$ cat config.mk
export PLATFORM = sky130hd
export DESIGN_NAME = mem_stage_lsu_flat
export DESIGN_NICKNAME = d
export VERILOG_FILES = /design/src/rtl/mem_stage_lsu_pkg.sv /design/src/rtl/mem_stage_lsu_if.sv /design/src/rtl/mem_stage_lsu_ex_mem_reg.sv /design/src/rtl/mem_stage_lsu.sv /design/src/flat_wrapper.sv
export SDC_FILE = /design/constraint.sdc
export NUM_CORES = 1
export LEC_CHECK = 0
export BUFFER_PORTS_ARGS = -buffer_cell sky130_fd_sc_hd__buf_2
export CORE_MARGIN = 3
export CORE_UTILIZATION = 35
export CTS_CLUSTER_DIAMETER = 50
export DETAILED_ROUTE_END_ITERATION = 16
export PLACE_DENSITY = 0.67
export SYNTH_ARGS = -nofsm -noshare
export SYNTH_HDL_FRONTEND = slang
export SYNTH_SLANG_ARGS = --single-unit
$ cat constraint.sdc
create_clock -name clk -period 2.3 [get_ports clk]
set_clock_uncertainty 0.2 [all_clocks]
set_input_delay 0.23 -clock clk [delete_from_list [all_inputs] [get_ports clk]]
set_output_delay 0.23 -clock clk [all_outputs]
set_load 0.05 [all_outputs]
$ cat src/rtl/mem_stage_lsu_pkg.sv
// Shared types and constants for the MEM stage load/store unit.
package mem_stage_lsu_pkg;

  localparam int unsigned XLEN     = 32;
  localparam int unsigned REG_SIZE = 5;

  typedef enum logic [6:0] {
    OP_L    = 7'b0000011,
    OP_S    = 7'b0100011,
    OP_ALUI = 7'b0010011,
    OP_ALU  = 7'b0110011
  } opcode_e;

  typedef enum logic {
    IDLE   = 1'b0,
    WAIT_R = 1'b1
  } lsu_state_e;

  typedef struct packed {
    logic                valid;
    opcode_e             opcode;
    logic [XLEN-1:0]     alu_result;
    logic [XLEN-1:0]     store_data;
    logic [REG_SIZE-1:0] rd;
    logic                reg_write;
  } ex_mem_t;

  function automatic logic is_mem_op(input opcode_e op);
    return (op == OP_L) || (op == OP_S);
  endfunction

endpackage

$ cat src/rtl/mem_stage_lsu_if.sv
// Data-memory req/gnt/rvalid port between the LSU (master) and memory (slave).
interface mem_stage_lsu_if;

  logic                               req;
  logic                               we;
  logic [mem_stage_lsu_pkg::XLEN-1:0] addr;
  logic [mem_stage_lsu_pkg::XLEN-1:0] wdata;
  logic                               gnt;
  logic                               rvalid;
  logic [mem_stage_lsu_pkg::XLEN-1:0] rdata;

  modport master (output req, we, addr, wdata, input gnt, rvalid, rdata);
  modport slave  (input req, we, addr, wdata, output gnt, rvalid, rdata);

endinterface

$ cat src/rtl/mem_stage_lsu_ex_mem_reg.sv
// EX_MEM pipeline register: holds while stalled, captures a bubble on flush or empty EX.
module mem_stage_lsu_ex_mem_reg
  import mem_stage_lsu_pkg::*;
(
  input  logic    clk,
  input  logic    rst_n,
  input  logic    stall_i,
  input  logic    flush_i,
  input  ex_mem_t ex_i,
  output ex_mem_t ex_mem_o
);

  ex_mem_t ex_mem_q;

  // Hold has priority, so a flush arriving while frozen is dropped.
  always_ff @(posedge clk or negedge rst_n) begin
    if (!rst_n) begin
      ex_mem_q <= '0;
    end else if (!stall_i) begin
      if (flush_i || !ex_i.valid) begin
        ex_mem_q <= '0;
      end else begin
        ex_mem_q <= ex_i;
      end
    end
  end

  assign ex_mem_o = ex_mem_q;

endmodule

$ cat src/rtl/mem_stage_lsu.sv
// MEM stage: EX_MEM register, word load/store sequencing on dmem, MEM_WB register.
module mem_stage_lsu
  import mem_stage_lsu_pkg::*;
#(
  parameter int unsigned TIMEOUT = 16
) (
  input  logic                clk,
  input  logic                rst_n,
  input  logic                ex_valid,
  input  opcode_e             ex_opcode,
  input  logic [XLEN-1:0]     ex_alu_result,
  input  logic [XLEN-1:0]     ex_store_data,
  input  logic [REG_SIZE-1:0] ex_rd,
  input  logic                ex_reg_write,
  input  logic                flush,
  output logic                stall,
  output logic [XLEN-1:0]     ex_mem_fwd,
  mem_stage_lsu_if.master     dmem,
  output logic                wb_valid,
  output logic                wb_reg_write,
  output logic [REG_SIZE-1:0] wb_rd,
  output logic [XLEN-1:0]     wb_data,
  output logic                err
);

  localparam int unsigned CNT_W = $clog2(TIMEOUT);

  ex_mem_t    ex_in, ex_mem_q;
  lsu_state_e state_q, state_d;
  logic [CNT_W-1:0] cnt_q, cnt_d;
  logic       mem_op, misal, is_load, is_store;
  logic       req_c, retire, ret_err;
  logic [XLEN-1:0] ret_data;

  logic                wb_valid_q, wb_reg_write_q, err_q;
  logic [REG_SIZE-1:0] wb_rd_q;
  logic [XLEN-1:0]     wb_data_q;

  always_comb begin
    ex_in            = '0;
    ex_in.valid      = ex_valid;
    ex_in.opcode     = ex_opcode;
    ex_in.alu_result = ex_alu_result;
    ex_in.store_data = ex_store_data;
    ex_in.rd         = ex_rd;
    ex_in.reg_write  = ex_reg_write;
  end

  mem_stage_lsu_ex_mem_reg u_ex_mem_reg (
    .clk      (clk),
    .rst_n    (rst_n),
    .stall_i  (stall),
    .flush_i  (flush),
    .ex_i     (ex_in),
    .ex_mem_o (ex_mem_q)
  );

  assign is_load  = (ex_mem_q.opcode == OP_L);
  assign is_store = (ex_mem_q.opcode == OP_S);
  assign mem_op   = ex_mem_q.valid && is_mem_op(ex_mem_q.opcode);
  assign misal    = mem_op && (ex_mem_q.alu_result[1:0] != 2'b00);

  always_ff @(posedge clk or negedge rst_n) begin
    if (!rst_n) begin
      state_q <= IDLE;
      cnt_q   <= '0;
    end else begin
      state_q <= state_d;
      cnt_q   <= cnt_d;
    end
  end

  // Stall drops in the cycle an access finishes so EX_MEM refills on the retire edge.
  always_comb begin
    state_d  = state_q;
    cnt_d    = cnt_q;
    stall    = 1'b0;
    req_c    = 1'b0;
    retire   = 1'b0;
    ret_err  = 1'b0;
    ret_data = ex_mem_q.alu_result;
    unique case (state_q)
      IDLE: begin
        if (mem_op && !misal) begin
          req_c = 1'b1;
          if (dmem.gnt) begin
            if (is_load) begin
              state_d = WAIT_R;
              cnt_d   = '0;
              stall   = 1'b1;
            end else begin
              retire = 1'b1;
            end
          end else begin
            stall = 1'b1;
          end
        end else if (ex_mem_q.valid) begin
          retire  = 1'b1;
          ret_err = misal;
        end
      end
      WAIT_R: begin
        stall = 1'b1;
        if (dmem.rvalid) begin
          stall    = 1'b0;
          retire   = 1'b1;
          ret_data = dmem.rdata;
          state_d  = IDLE;
        end else if (cnt_q == CNT_W'(TIMEOUT - 1)) begin
          stall   = 1'b0;
          retire  = 1'b1;
          ret_err = 1'b1;
          state_d = IDLE;
        end else begin
          cnt_d = cnt_q + CNT_W'(1);
        end
      end
      default: state_d = IDLE;
    endcase
  end

  assign dmem.req   = req_c;
  assign dmem.we    = req_c && is_store;
  assign dmem.addr  = req_c ? ex_mem_q.alu_result : '0;
  assign dmem.wdata = (req_c && is_store) ? ex_mem_q.store_data : '0;

  // MEM_WB register; data/rd only move on retire.
  always_ff @(posedge clk or negedge rst_n) begin
    if (!rst_n) begin
      wb_valid_q     <= 1'b0;
      wb_reg_write_q <= 1'b0;
      err_q          <= 1'b0;
      wb_rd_q        <= '0;
      wb_data_q      <= '0;
    end else begin
      wb_valid_q     <= retire;
      wb_reg_write_q <= retire && ex_mem_q.reg_write && !is_store && !ret_err;
      err_q          <= retire && ret_err;
      if (retire) begin
        wb_rd_q   <= ex_mem_q.rd;
        wb_data_q <= ret_data;
      end
    end
  end

  assign ex_mem_fwd   = ex_mem_q.alu_result;
  assign wb_valid     = wb_valid_q;
  assign wb_reg_write = wb_reg_write_q;
  assign wb_rd        = wb_rd_q;
  assign wb_data      = wb_data_q;
  assign err          = err_q;

endmodule

$ cat src/flat_wrapper.sv
// flat-port wrapper written by rule: the top's interface ports become plain ports
module mem_stage_lsu_flat import mem_stage_lsu_pkg::*;
#(
  parameter int unsigned TIMEOUT = 16
)
  (clk, rst_n, ex_valid, ex_opcode, ex_alu_result, ex_store_data, ex_rd, ex_reg_write, flush, stall, ex_mem_fwd, wb_valid, wb_reg_write, wb_rd, wb_data, err, dmem_req, dmem_we, dmem_addr, dmem_wdata, dmem_gnt, dmem_rvalid, dmem_rdata);
  mem_stage_lsu_if dmem_i ();
  input  logic clk;
  input  logic rst_n;
  input  logic ex_valid;
  input  opcode_e ex_opcode;
  input  logic [XLEN-1:0] ex_alu_result;
  input  logic [XLEN-1:0] ex_store_data;
  input  logic [REG_SIZE-1:0] ex_rd;
  input  logic ex_reg_write;
  input  logic flush;
  output logic stall;
  output logic [XLEN-1:0] ex_mem_fwd;
  output logic wb_valid;
  output logic wb_reg_write;
  output logic [REG_SIZE-1:0] wb_rd;
  output logic [XLEN-1:0] wb_data;
  output logic err;
  output wire logic [$bits(dmem_i.req)-1:0] dmem_req;
  output wire logic [$bits(dmem_i.we)-1:0] dmem_we;
  output wire logic [$bits(dmem_i.addr)-1:0] dmem_addr;
  output wire logic [$bits(dmem_i.wdata)-1:0] dmem_wdata;
  input wire logic [$bits(dmem_i.gnt)-1:0] dmem_gnt;
  input wire logic [$bits(dmem_i.rvalid)-1:0] dmem_rvalid;
  input wire logic [$bits(dmem_i.rdata)-1:0] dmem_rdata;
  assign dmem_req = dmem_i.req;
  assign dmem_we = dmem_i.we;
  assign dmem_addr = dmem_i.addr;
  assign dmem_wdata = dmem_i.wdata;
  assign dmem_i.gnt = dmem_gnt;
  assign dmem_i.rvalid = dmem_rvalid;
  assign dmem_i.rdata = dmem_rdata;
  mem_stage_lsu #(.TIMEOUT(TIMEOUT)) u_core (.clk(clk), .rst_n(rst_n), .ex_valid(ex_valid), .ex_opcode(ex_opcode), .ex_alu_result(ex_alu_result), .ex_store_data(ex_store_data), .ex_rd(ex_rd), .ex_reg_write(ex_reg_write), .flush(flush), .stall(stall), .ex_mem_fwd(ex_mem_fwd), .dmem(dmem_i), .wb_valid(wb_valid), .wb_reg_write(wb_reg_write), .wb_rd(wb_rd), .wb_data(wb_data), .err(err));
endmodule
==> impl_metrics.env, run 1 <==
export IMPL_grt_antenna_before_repair=0
export IMPL_timing_max_slew_rel_slack=0.525
export IMPL_max_slew_worst_pin_slew_ns=0.713
export IMPL_preCtsSetupSlack_ns=0.124
export IMPL_synth_cell_types=38
export IMPL_global_route_usage_total=0.199
export IMPL_reg2regPathDepth=6
export IMPL_synth_seq_cells=123
export IMPL_post_synth_top_area_fraction=0.543
export IMPL_layout_drive_gt1_share=0.544
export IMPL_port_buffers=251
export IMPL_grt_setup_unrepaired="yes"
export IMPL_grt_first_pass_wirelength_mm=28.4
export IMPL_dr_first_iter_drc_count=198
export IMPL_status="complete, but fails checks"
export IMPL_setup_viol_count_final=63
export IMPL_fin_ws_ns=-0.169
export IMPL_clock_insertion_delay_worst_skew_ns=0.40
export IMPL_final_period_utilization=1.07
export IMPL_cts_tree="done"
export IMPL_maximum_number_of_pins_on_one_net_before_global_route_repair=124
export IMPL_clockRootBuffer="sky130_fd_sc_hd__clkbuf_16"
export IMPL_timing_final_crit_period_ns=2.47
export IMPL_drt_total_wl_mm=18.0
export IMPL_initial_util=0.365
export IMPL_hold_viol=0
export IMPL_syn_inst=449
export IMPL_startpoint_type="register"
export IMPL_timing_hold_worst_path_depth=3
export IMPL_detailroute_via_count=4956
export IMPL_power_mw=5.71
export IMPL_r2r_start="u_core.cnt_q[0]"
export IMPL_die_height_um=133
export IMPL_hold_path_startpoint="dmem_rdata[26]"
export IMPL_antennaDiodeCount=0
export IMPL_cts_sinks=123
export IMPL_ant_nets=0
export IMPL_synth_top_cell_by_area="sky130_fd_sc_hd__dfrtp_1"
export IMPL_finalNetCount=902
export IMPL_routabilityCongestion=0.735
export IMPL_maximum_vdd_drop_v=0.000473
export IMPL_cts_buffers_inserted=17
export IMPL_cellPowerDensity_nw_per_um2=618
export IMPL_cap_violations=0
export IMPL_synth_seq_area_share=0.543
export IMPL_cts_htree_levels=4
export IMPL_routedWlPerCell_um=17.8
export IMPL_detailedRoute_firstPassIterationCount=4
export IMPL_setup_worst_path_end_class="output pin"
export IMPL_yosys_top_cells_area="sky130_fd_sc_hd__dfrtp_1 (54%), sky130_fd_sc_hd__mux2_2 (12%), sky130_fd_sc_hd__a22o_1 (12%)"
export IMPL_post_synth_cell_area_avg_um2=12.6
export IMPL_cts_clk_slew_worst_paths_ns=0.05
export IMPL_floorplan_die_area_um2=17800
export IMPL_cts_max_path_buffers=2
export IMPL_syn_cell_area_um2=5670
export IMPL_path_max_fanout=27
export IMPL_place_hpwl_mm=10.9
export IMPL_layout_cells_most_common="sky130_fd_sc_hd__buf_2"
export IMPL_fp_coreArea_um2=15500
export IMPL_rr_endpoint="u_core.u_ex_mem_reg.ex_mem_o[33]"
export IMPL_hold_path_end="u_core.wb_data[26]"
export IMPL_drc=0
export IMPL_ys_warn_count=0
export IMPL_floorplan_die_width_um=133
export IMPL_rows=45
export IMPL_cellLeakagePower_nw=4.88
export IMPL_worstSetupPathType="reg -> out"
export IMPL_fillerInstances=1223
export IMPL_layout_cells_most_common_list="sky130_fd_sc_hd__buf_2 (185), sky130_fd_sc_hd__dfrtp_1 (123), sky130_fd_sc_hd__dlygate4sd3_1 (111)"
export IMPL_cp_arrival_ns=2.04
export IMPL_final_core_util=0.594
export IMPL_floorplan_io_pins=254
export IMPL_slew_violations=0
export IMPL_hp_class="in -> reg"
export IMPL_vias_in_the_first_global_route=5439
export IMPL_syn2layout_area_growth_pct=62.8
export IMPL_grt_ovfl_total=0
export IMPL_failed_checks="setup timing"
export IMPL_timing_fmax_mhz=405
export IMPL_vias_per_cell=4.91
export IMPL_rrSetupSlack_ns=0.14
export IMPL_worst_endpoint_required_ns=1.87
## logic make-up after synthesis
family / after synthesis / synth area share
other: 1 / 0.000662
buffers and inverters: 74 / 0.0777
adder cells (fa/ha/maj): 1 / 0.00221
AND/OR/NAND/NOR: 92 / 0.102
flip-flops: 123 / 0.543
XOR/XNOR: 1 / 0.00155
multiplexers: 70 / 0.144
AO/OA/AOI/OAI: 87 / 0.129
## final cells by class
type	instances	area (um^2)	share of cell area
timing repair buffer	385	3090	0.334
clock inverter	8	45.0	0.00488
sequential	123	3080	0.333
multi-input combinational	253	2260	0.244
tap	211	264	0.0286
inverter	6	22.5	0.00244
clock buffer	23	478	0.0518
## stage by stage
step                      setup TNS [ns]  cell area [um^2]  cells  hold WS, ns
after global placement                 0              7090    863        0.182
after floorplan                        0              5740    450       -0.266
final                              -7.97              9230   1009       0.0259
after detailed placement               0              7090    863        0.182
after global routing              -15.76              9230   1009       0.0112
after CTS                          -9.09              9170   1007       0.0125
## registers in the layout, indices dropped and copies added (netlist names)
| signal | cells |
|---|---|
| u_core.wb_valid | 1 |
| u_core.state_q | 1 |
| u_core.err | 1 |
| u_core.wb_reg_write | 1 |
| u_core.wb_rd | 5 |
| u_core.cnt_q | 4 |
| u_core.u_ex_mem_reg.ex_mem_o | 78 |
| u_core.wb_data | 32 |
## cell usage after synthesis
| cell type | n |
|---|---|
| sky130_fd_sc_hd__clkbuf_1 | 16 |
| sky130_fd_sc_hd__and3_1 | 32 |
| sky130_fd_sc_hd__nor2_1 | 3 |
| sky130_fd_sc_hd__nor4_2 | 1 |
| sky130_fd_sc_hd__a22o_1 | 76 |
| sky130_fd_sc_hd__nand3b_1 | 1 |
| sky130_fd_sc_hd__or3_4 | 1 |
| sky130_fd_sc_hd__dfrtp_1 | 123 |
| sky130_fd_sc_hd__xor2_1 | 1 |
| sky130_fd_sc_hd__and4_1 | 1 |
| sky130_fd_sc_hd__and3_2 | 1 |
| sky130_fd_sc_hd__nand2_1 | 5 |
| sky130_fd_sc_hd__nor3_2 | 1 |
| sky130_fd_sc_hd__nand2b_1 | 3 |
| sky130_fd_sc_hd__nor2_2 | 1 |
| sky130_fd_sc_hd__mux2_4 | 8 |
| sky130_fd_sc_hd__nand4b_1 | 1 |
| sky130_fd_sc_hd__or2_2 | 1 |
| sky130_fd_sc_hd__mux2i_1 | 1 |
| sky130_fd_sc_hd__conb_1 | 1 |
| sky130_fd_sc_hd__and2_1 | 32 |
| sky130_fd_sc_hd__a221oi_1 | 1 |
| sky130_fd_sc_hd__mux2_2 | 61 |
| sky130_fd_sc_hd__ha_1 | 1 |
| sky130_fd_sc_hd__nor3_1 | 3 |
| sky130_fd_sc_hd__nor2b_1 | 1 |
| sky130_fd_sc_hd__and4_4 | 1 |
| sky130_fd_sc_hd__nand4_1 | 1 |
| sky130_fd_sc_hd__buf_6 | 2 |
| sky130_fd_sc_hd__buf_4 | 34 |
| sky130_fd_sc_hd__o21ai_0 | 5 |
| sky130_fd_sc_hd__a31oi_1 | 1 |
| sky130_fd_sc_hd__a21oi_1 | 2 |
| sky130_fd_sc_hd__inv_1 | 6 |
| sky130_fd_sc_hd__buf_2 | 16 |
| sky130_fd_sc_hd__a21boi_0 | 1 |
| sky130_fd_sc_hd__o21a_1 | 1 |
| sky130_fd_sc_hd__nand3_1 | 2 |
## routing by layer
metal | share of wire | GRT usage
met1 | 0.40 | 0.235
met2 | 0.52 | 0.354
met3 | 0.062 | 0.0495
met4 | 0.018 | 0.0697
met5 | 0 | 0
## where the power goes
part	leakage (nW)	internal [mW]	switching, mW	total [mW]
Sequential	1.65	2.29	0.0902	2.38
Combinational	2.98	0.405	0.567	0.972
Clock	0.258	1.44	0.906	2.35
Total	4.88	4.14	1.56	5.71
## worst max-delay path, stage by stage (launching register included)
cell                      delay, ns
sky130_fd_sc_hd__dfrtp_1       0.41
sky130_fd_sc_hd__nor4_4        0.31
sky130_fd_sc_hd__nand4_1       0.19
sky130_fd_sc_hd__inv_2         0.16
sky130_fd_sc_hd__buf_12        0.17
sky130_fd_sc_hd__and3_2        0.22
sky130_fd_sc_hd__buf_8         0.15
## how the worst max path moves through the flow
stage	from	end	slack, ns	cells past startpoint
after floorplan	u_core.u_ex_mem_reg.ex_mem_o[74]	dmem_addr[22]	0.005	5
after global placement	u_core.u_ex_mem_reg.ex_mem_o[39]	dmem_wdata[12]	0.18	6
after detailed placement	u_core.u_ex_mem_reg.ex_mem_o[74]	u_core.wb_data[22]	0.12	6
after CTS	u_core.u_ex_mem_reg.ex_mem_o[72]	dmem_wdata[29]	-0.18	6
after global routing	u_core.u_ex_mem_reg.ex_mem_o[72]	dmem_wdata[30]	-0.29	6
final	u_core.u_ex_mem_reg.ex_mem_o[72]	dmem_wdata[30]	-0.17	6
## what timing repair did
action	CTS	global route
setup endpoints to repair	65	65
hold endpoints to repair	233	0
hold buffers	111	0
pin swaps	2	2
setup buffers	3	2
gates resized for setup	135	11
No activity file was read; power rests on OpenSTA's default activity.
==> run 2, diff against run 1 <==
Settings changed: CORE_ASPECT_RATIO set to 0.9.
==> impl_metrics.env, run 2 (same netlist as run 1, synthesis figures left out) <==
export IMPL_preCtsSetupSlack_ns=0.0511
export IMPL_worstSetupPathType="reg -> out"
export IMPL_layout_cells_most_common_list="sky130_fd_sc_hd__buf_2 (185), sky130_fd_sc_hd__dfrtp_1 (123), sky130_fd_sc_hd__dlygate4sd3_1 (111)"
export IMPL_final_period_utilization=1.10
export IMPL_crit_buf_inv=3
export IMPL_timing_critical_path_max_delay_family="simple AND/OR/NAND/NOR gates"
export IMPL_critPathLaunch="u_core.u_ex_mem_reg.ex_mem_o[72]"
export IMPL_cts_clk_slew_worst_paths_ns=0.05
export IMPL_clockRootBuffer="sky130_fd_sc_hd__clkbuf_16"
export IMPL_path_max_fanout=13
export IMPL_globalRouteMet3Util=0.0596
export IMPL_syn2layout_area_growth_pct=67.3
export IMPL_floorplan_die_width_um=140
export IMPL_fin_hold_ws_ns=0.0457
export IMPL_ant_nets=0
export IMPL_vias_per_cell=5.05
export IMPL_routedWlPerCell_um=18.9
export IMPL_startpoint_type="register"
export IMPL_grt_first_pass_wirelength_mm=29.0
export IMPL_failed_checks="setup timing"
export IMPL_maximum_number_of_pins_on_one_net_before_global_route_repair=69
export IMPL_status="complete, but fails checks"
export IMPL_detailedRoute_firstPassIterationCount=4
export IMPL_cts_htree_levels=4
export IMPL_hp_class="in -> reg"
export IMPL_vias_in_the_first_global_route=5495
export IMPL_hold_viol=0
export IMPL_cellLeakagePower_nw=4.97
export IMPL_r2r_start="u_core.u_ex_mem_reg.ex_mem_o[72]"
export IMPL_cts_tree="done"
export IMPL_worst_endpoint_required_ns=1.87
export IMPL_drc=0
export IMPL_floorplan_die_area_um2=17800
export IMPL_drt_total_wl_mm=19.1
export IMPL_max_stage_delay_ns=0.41
export IMPL_timing_fmax_mhz=396
export IMPL_maximum_vdd_drop_v=0.000547
export IMPL_finalNetCount=911
export IMPL_rows=43
export IMPL_place_hpwl_mm=10.8
export IMPL_slew_violations=0
export IMPL_timing_final_crit_period_ns=2.53
export IMPL_initial_util=0.362
export IMPL_cp_arrival_ns=2.10
export IMPL_setup_viol_count_final=64
export IMPL_met1_usage=0.233
export IMPL_worst_path_max_delay_cell="sky130_fd_sc_hd__dfrtp_1"
export IMPL_grt_busiest_layer="met2"
export IMPL_global_route_usage_total=0.207
export IMPL_setup_worst_path_end_class="output pin"
export IMPL_floorplan_io_pins=254
export IMPL_detailroute_via_count=5104
export IMPL_layout_cells_most_common="sky130_fd_sc_hd__buf_2"
export IMPL_fp_coreArea_um2=15700
export IMPL_cells_along_the_critical_path="nor4_4 -> nand4_1 -> clkinv_4 -> buf_12 -> and3_2 -> buf_6"
export IMPL_cap_violations=0
export IMPL_cts_sinks=123
export IMPL_port_buffers=251
export IMPL_routabilityCongestion=0.896
export IMPL_cts_buffers_inserted=17
export IMPL_clock_insertion_delay_worst_skew_ns=0.41
export IMPL_dr_first_iter_drc_count=179
export IMPL_grt_antenna_before_repair=0
export IMPL_grt_setup_unrepaired="yes"
export IMPL_antennaDiodeCount=0
export IMPL_grt_ovfl_total=0
export IMPL_power_mw=6.07
export IMPL_cellPowerDensity_nw_per_um2=641
export IMPL_die_height_um=127
export IMPL_fin_ws_ns=-0.226
export IMPL_hold_path_startpoint="dmem_rdata[22]"
export IMPL_fillerInstances=1160
export IMPL_grt_util_met2=0.355
export IMPL_layout_drive_gt1_share=0.550
export IMPL_cts_max_path_buffers=2
export IMPL_number_of_flip_flops_under_the_largest_register_name=78
-- run 2: changes by cell type in the layout (fill, tap and decap cells not counted), sizes merged --
cell,delta
buf,+8
inv,-1
bufinv,+3
-- run 2: layout make-up --
class | count | area (um^2) | share of cell area
Timing Repair Buffer | 394 | 3220 | 0.340
Sequential cell | 123 | 3080 | 0.325
Multi-Input combinational cell | 253 | 2290 | 0.242
Clock buffer | 22 | 464 | 0.0490
Tap cell | 202 | 253 | 0.0267
Clock inverter | 10 | 141 | 0.0149
Inverter | 6 | 27.5 | 0.00290
-- run 2: path summary, 6_finish.rpt --
| kind | to | slack [ns] | cells after the start |
|---|---|---|---|
| worst min register to register | u_core.wb_data[22] | 0.30 | 1 |
| worst max-delay path | dmem_wdata[20] | -0.23 | 6 |
| worst max register to register | u_core.cnt_q[0] | 0.07 | 9 |
| max in group asynchronous | u_core.u_ex_mem_reg.ex_mem_o[35] | 1.39 | 3 |
| worst min-delay path | u_core.wb_data[22] | 0.05 | 3 |
| min in group asynchronous | u_core.u_ex_mem_reg.ex_mem_o[57] | 0.18 | 3 |
-- run 2: worst register-to-register path: cells and delay by family, from the launching register on --
family | cells | cell delay (ns)
mux | 1 | 0.11
flops | 1 | 0.41
compound gates | 1 | 0.17
buf+inv | 5 | 0.70
simple gates | 2 | 0.53
-- run 2: report_power, final --
part	total [mW]	internal, mW	switching [mW]
registers	2.38	2.29	0.0854
clock network	2.70	1.76	0.944
logic	0.991	0.411	0.580
total	6.07	4.47	1.61
-- run 2: through the flow --
step	util	setup TNS, ns	cell area (um^2)	instances
global placement	0.451	0	7060	852
detailed placement	0.451	0	7060	852
floorplan	-	0	5740	450
global route	0.606	-16.78	9480	1010
CTS	0.598	-9.16	9360	1007
finish	0.606	-11.34	9480	1010
-- run 2: metal layers --
metal,share of wire,routed length (um)
met5,0,0
met4,0.027,520
met3,0.062,1190
met2,0.51,9810
met1,0.40,7590
-- run 2: what timing repair did --
item	CTS	global route
setup buffers	10	3
gates resized for setup	144	25
pin swaps	2	3
hold buffers	111	0
cloned	2	2
endpoints found under the hold margin	234	0
endpoints found under the setup margin	65	68
